--- config.mk ---
export PLATFORM = sky130hd
export DESIGN_NAME = seg_scan_scheduler
export DESIGN_NICKNAME = d
export VERILOG_FILES = /design/src/rtl/seg_scan_scheduler.sv
export SDC_FILE = /design/constraint.sdc
export NUM_CORES = 1
export LEC_CHECK = 0
export CAP_MARGIN = 15
export CORE_ASPECT_RATIO = 0.6
export CORE_MARGIN = 5
export CORE_UTILIZATION = 50
export CTS_CLUSTER_DIAMETER = 30
export DETAILED_ROUTE_END_ITERATION = 8
export MAX_ROUTING_LAYER = met4
export PLACE_DENSITY = 0.71
export RECOVER_POWER = 100
export SLEW_MARGIN = 10
export SYNTH_ARGS = -nofsm -noshare
export SYNTH_HDL_FRONTEND = slang
export SYNTH_SLANG_ARGS = --single-unit
--- constraint.sdc ---
create_clock -name clk -period 6.85 [get_ports clk]
set_clock_uncertainty 0.15 [all_clocks]
set_input_delay 1.7125 -clock clk [delete_from_list [all_inputs] [get_ports clk]]
set_output_delay 1.7125 -clock clk [all_outputs]
set_load 0.01 [all_outputs]
--- src/rtl/seg_scan_scheduler.sv ---
// Eight-digit 7-segment scan sequencer: per-digit slot with a blanking gap,
// PWM dimming inside the slot, and skipping of masked-off digits.
module seg_scan_scheduler #(
  parameter int unsigned SLOT_CYC  = 208333,
  parameter int unsigned BLANK_CYC = 16
) (
  input  logic       clk,
  input  logic       reset,
  input  logic       enable,
  input  logic [7:0] en_mask,
  input  logic [3:0] bright,
  output logic [7:0] a,
  output logic [2:0] seg_sel,
  output logic       blank,
  output logic       frame
);

  localparam int unsigned STEP = (SLOT_CYC - BLANK_CYC) / 16;

  typedef enum logic [1:0] {IDLE, BLANK, ON, DARK} state_t;

  state_t      state;
  logic [17:0] cnt;
  logic [7:0]  m_r;
  logic [3:0]  b_r;
  logic [31:0] cnt_w;
  logic [31:0] on_len;
  logic [31:0] on_last;
  logic        slot_last;
  logic        blank_last;
  logic        on_done;
  logic [2:0]  first_sel;
  logic [2:0]  next_sel;

  function automatic logic [2:0] lowest_set(input logic [7:0] m);
    logic found;
    lowest_set = '0;
    found      = 1'b0;
    for (int unsigned i = 0; i < 8; i++) begin
      if (m[i] && !found) begin
        lowest_set = 3'(i);
        found      = 1'b1;
      end
    end
  endfunction

  // Circular search starting just after cur; the final step (i=8) lands on cur
  // itself, so a mask holding only the current digit keeps it selected.
  function automatic logic [2:0] next_set(input logic [7:0] m, input logic [2:0] cur);
    logic       found;
    logic [2:0] idx;
    next_set = cur;
    found    = 1'b0;
    for (int unsigned i = 1; i <= 8; i++) begin
      idx = cur + 3'(i);
      if (m[idx] && !found) begin
        next_set = idx;
        found    = 1'b1;
      end
    end
  endfunction

  assign cnt_w      = {14'd0, cnt};
  assign on_len     = 32'(b_r) * STEP;
  assign on_last    = BLANK_CYC + on_len - 32'd1;
  assign slot_last  = (cnt_w == SLOT_CYC - 32'd1);
  assign blank_last = (cnt_w == BLANK_CYC - 32'd1);
  assign on_done    = (cnt_w == on_last);
  assign first_sel  = lowest_set(en_mask);
  assign next_sel   = next_set(m_r, seg_sel);

  always_ff @(posedge clk or negedge reset) begin
    if (!reset) begin
      state   <= IDLE;
      cnt     <= '0;
      m_r     <= '0;
      b_r     <= '0;
      a       <= '1;
      seg_sel <= '0;
      blank   <= 1'b1;
      frame   <= 1'b0;
    end else begin
      frame <= 1'b0;
      if (!enable) begin
        state <= IDLE;
        cnt   <= '0;
        a     <= '1;
        blank <= 1'b1;
      end else begin
        case (state)
          IDLE: begin
            cnt   <= '0;
            a     <= '1;
            blank <= 1'b1;
            if (en_mask != '0) begin
              state   <= BLANK;
              seg_sel <= first_sel;
              frame   <= 1'b1;
              m_r     <= en_mask;
              b_r     <= bright;
            end
          end
          BLANK: begin
            cnt <= cnt + 18'd1;
            if (blank_last) begin
              if (on_len != '0) begin
                state <= ON;
                a     <= ~(8'd1 << seg_sel);
                blank <= 1'b0;
              end else begin
                state <= DARK;
              end
            end
          end
          ON, DARK: begin
            // Slot end takes priority so a full-window ON goes straight to the next slot.
            if (slot_last) begin
              a     <= '1;
              blank <= 1'b1;
              cnt   <= '0;
              if (m_r == '0) begin
                state <= IDLE;
              end else begin
                state   <= BLANK;
                seg_sel <= next_sel;
                frame   <= (next_sel <= seg_sel);
                m_r     <= en_mask;
                b_r     <= bright;
              end
            end else if (state == ON && on_done) begin
              state <= DARK;
              a     <= '1;
              blank <= 1'b1;
              cnt   <= cnt + 18'd1;
            end else begin
              cnt <= cnt + 18'd1;
            end
          end
          default: state <= IDLE;
        endcase
      end
    end
  end

endmodule

==> summary.md <==
The run finished, with violations left. The checks that failed: max-capacitance violations, max-slew violations. Clock tree synthesis inserted a total of 5 buffers. In this run the core area contains 27 standard-cell rows.

By area the synthesized netlist is led by sky130_fd_sc_hd__dfrtp_1, sky130_fd_sc_hd__ha_1, sky130_fd_sc_hd__dfstp_2. The tools report the number of hold buffers added after cts as 0. The routed design has 11.9 mm of wire. The actual transition at the worst max-transition pin works out to 2.38 ns. After detailed routing, the number of remaining DRC violations is 0. The run gives 5.89 ns as the arrival time at the worst endpoint.

The worst setup path is captured at a flip-flop. The routed layout has 4165 vias. The count of input and output buffers came out at 27. Of the cells placed in the final design, the portion with a size suffix greater than 1 is 9.07%.

The run gives 45 as the number of clock sinks. After legalization and detailed placement, the total HPWL measured 9.33 mm. For the number of H-tree branching levels, the log shows 2. Clock latency on the worst-skew pair, taken at its later pin, is 0.29 ns. The logs give 0 for the post-route antenna net violation count and 0.00459 mm2 for the netlist area before placement. For this run, the number of Yosys warnings is 0. For the number of antenna violations at the first check in global routing, the log shows 0.

Share of the core filled with cells in the final layout: 55.7%. The repair_antennas step left the layout with diodes totalling 0. The first-pass GRT wire length was 19.5 mm. The minimum clock period was 5.86 ns; the total non-filler cell area in the finished layout was 0.00504 mm2. The path type of the worst setup path is reg -> reg. Once placement finished, the instance area stood at 0.00491 mm2. The floorplan step defined a die boundary enclosing 0.0113 mm2. The number of setup buffers added after CTS is 0.

The logs give 0.902 for the placer's final routability congestion estimate and 538 for the post-synthesis cell count. The via count of the first global-routing pass is 3749, and the chip width is 134 um. The final critical path takes up 85.6% of the cycle. The tools report the wire length on met2 as 4.55 mm. The hold path startpoint was a[7]$_DFFE_PN1P_. The tools report the required time at the endpoint of the critical path as 6.87 ns.

In the synthesized netlist the dominant register cell turns out to be sky130_fd_sc_hd__dfrtp_1. The library cell with the largest summed area after synthesis is sky130_fd_sc_hd__dfrtp_1. The tightest min-delay check is of the reg -> reg type. Fill cells in the final layout number 835. The share of the Yosys chip area taken by registers is 24.8%. The total overflow reported by the global router is 0.

The logs give 6.36 mm for the met1 routed wirelength after detailed routing and 0.171 GHz for the maximum clock frequency. The worst setup path is launched from a flip-flop. TritonCTS built the clock tree. The tools report the origin of the critical flop-to-flop path as b_r[2]$_DFFE_PN0P_. The synthesized netlist devotes 8.93% of its cell area to XOR and XNOR gates. The number of nets handed over by synthesis was 590.

The final hold violation count was 0. The clock slew at the register clock pins of the worst setup and hold paths works out to 0.06 ns. The top cell types in the final layout, fill and taps aside, are sky130_fd_sc_hd__nor2_1, sky130_fd_sc_hd__nand2_1, sky130_fd_sc_hd__dfrtp_1. The headroom to the max-slew limit came out at -58.7%. Of the total synthesized cell area, the portion taken by full adders, half adders and majority gates is 10.4%. Before antenna repair, the detailed router went through 5 iterations. The average instance in the mapped netlist occupies 8.54 um2.

Counting flops and latches in the post-synthesis netlist gives 45. The highest net fanout along the worst path works out to 11. The wire length on met3 is 847 um. Excluding fillers, the count of instances in the completed layout stands at 667. From synthesis to final layout, the design area changed by 9.67%.

The number of DRC violations after detailed-routing iteration 0 was 391; the share of Yosys cell area claimed by the top area cell type was 19.6%. The highest metal layer with signal wires was met4. For this run, the total global-route usage over all layers was measured as 21.8%.

The number of maximum-capacitance constraint violations was 1. After synthesis, the largest family of logic cells by area is simple AND/OR/NAND/NOR gates. Setup violations remaining at the end of the flow were counted as 0. For this design the top-level I/O count stands at 28. For this configuration, the core starts out at a cell density of 50.7%.

The count of instances resized after the clock tree is built was 0; the detailed-route vias per instance was 6.24. In this run the deepest clock path goes through 2 buffers. For the max-slew violation count, the log shows 46. The most critical setup path has its startpoint at b_r[2]$_DFFE_PN0P_. Of the total synthesized cell area, the portion taken by AND, OR, NAND and NOR gates is 22.9%. Entering global routing, the biggest net connects 46 pins.

Adding up every negative setup slack in the final design gives 0 ns. The synthesized-area fraction occupied by ao, oa, aoi and oai cells is 19.7%. In this run the standard cell core region covers 0.00905 mm2. The async set-or-reset flop fraction in the synthesized netlist was 100%; the detailed-route wire length per cell was 17.8 um. Synthesis instantiated 80 different standard cells from the library. The portion of synthesized area spent on multiplexers is 8.69%. The tools report the buffer type at the clock tree root as sky130_fd_sc_hd__clkbuf_16. Setup repair after global routing left no endpoint under its margin. The die outline height was 84.3 um; the net count of the finished layout was 602.

The run gives 659 as the cell total after placement. The commonest non-fill, non-tap cell in the layout was sky130_fd_sc_hd__nor2_1. The number of flops mapped to enable cells by yosys is 0.
==> per-layer routing <==
metal	vias to the layer above	GRT usage (%)
met1	1967	35.4
met5	-	-
met3	18	4.13
met2	171	27.6
li1	2009	-
met4	0	3.73
==> critical path: stages (launching register included) <==
cell and delay [ns]:
sky130_fd_sc_hd__dfrtp_1 0.42, sky130_fd_sc_hd__inv_1 0.09, sky130_fd_sc_hd__ha_1 0.34, sky130_fd_sc_hd__fa_1 0.55, sky130_fd_sc_hd__inv_1 0.07, sky130_fd_sc_hd__ha_1 0.49
sky130_fd_sc_hd__nor2_1 0.16, sky130_fd_sc_hd__o311ai_0 0.60, sky130_fd_sc_hd__o2111a_1 0.40, sky130_fd_sc_hd__nand3_1 0.22, sky130_fd_sc_hd__nor4_1 0.62, sky130_fd_sc_hd__nand2_1 0.13
sky130_fd_sc_hd__nor4_1 0.25, sky130_fd_sc_hd__a31oi_1 0.08, sky130_fd_sc_hd__o41ai_1 0.44, sky130_fd_sc_hd__buf_4 0.24, sky130_fd_sc_hd__nor2b_1 0.16, sky130_fd_sc_hd__mux2_1 0.33
==> flip-flops by register name (all words and copies together) (netlist names) <==
| signal | flops |
|---|---|
| cnt | 18 |
| a | 8 |
| m_r | 8 |
| b_r | 4 |
| seg_sel | 3 |
| state | 2 |
| blank | 1 |
| frame | 1 |
==> layout make-up <==
| class | count | area [um2] | share of cell area, % |
|---|---|---|---|
| multi-input combinational | 440 | 3210 | 63.8 |
| clock buffer | 7 | 153 | 3.03 |
| clock inverter | 1 | 5.00 | 0.0993 |
| sequential | 45 | 1140 | 22.6 |
| tap | 116 | 145 | 2.88 |
| timing repair buffer | 29 | 275 | 5.46 |
| inverter | 29 | 109 | 2.16 |
==> worst paths after layout <==
kind                                        endpoint  slack (ns)  cells after the start
worst max-delay path            state[0]$_DFFE_PN0P_        0.99                     17
worst min-delay path                a[7]$_DFFE_PN1P_        0.37                      2
worst max register to register  state[0]$_DFFE_PN0P_        0.99                     17
worst min register to register      a[7]$_DFFE_PN1P_        0.37                      2
max in group asynchronous         m_r[2]$_DFFE_PN0P_        3.20                      1
min in group asynchronous          cnt[11]$_DFF_PN0_        1.98                      1
==> per-stage QoR <==
| step | setup WS (ns) | hold slack [ns] |
|---|---|---|
| floorplan | 2.24 | 0.357 |
| global placement | 1.74 | 0.374 |
| detailed placement | 1.50 | 0.369 |
| CTS | 1.45 | 0.378 |
| global route | 0.546 | 0.399 |
| finish | 0.986 | 0.374 |
==> cells in the mapped netlist, types with 5 or more instances <==
library cell,instances
sky130_fd_sc_hd__nor2_1,52
sky130_fd_sc_hd__dfrtp_1,36
sky130_fd_sc_hd__nand2_1,36
sky130_fd_sc_hd__ha_1,35
sky130_fd_sc_hd__a21oi_1,34
sky130_fd_sc_hd__inv_1,29
sky130_fd_sc_hd__nand3_1,27
sky130_fd_sc_hd__xnor2_1,27
sky130_fd_sc_hd__o21ai_0,24
sky130_fd_sc_hd__xor2_1,18
sky130_fd_sc_hd__clkbuf_1,16
sky130_fd_sc_hd__nor4_1,14
sky130_fd_sc_hd__mux2_2,10
sky130_fd_sc_hd__nor2b_1,10
sky130_fd_sc_hd__nor3_1,10
sky130_fd_sc_hd__dfstp_2,9
sky130_fd_sc_hd__o211ai_1,9
sky130_fd_sc_hd__mux4_2,8
sky130_fd_sc_hd__nand4_1,8
sky130_fd_sc_hd__a21o_1,6
sky130_fd_sc_hd__a31oi_1,6
sky130_fd_sc_hd__and3_1,6
sky130_fd_sc_hd__a211oi_1,5
sky130_fd_sc_hd__mux2i_1,5
sky130_fd_sc_hd__nand2b_1,5
sky130_fd_sc_hd__o21a_1,5
==> cell families (layout without fill, tap and decap cells) <==
| kind of cell | count (synthesis) | count (layout) |
|---|---|---|
| buf+inv | 53 | 66 |
| compound gates | 131 | 131 |
| fa+ha+maj | 37 | 37 |
| simple gates | 199 | 199 |
| mux | 27 | 27 |
| xor+xnor | 46 | 46 |
| flops | 45 | 45 |
Power is left out: the tool's default activity adds up to more than one toggle a clock period on the data nets, which glitch-free logic cannot reach.
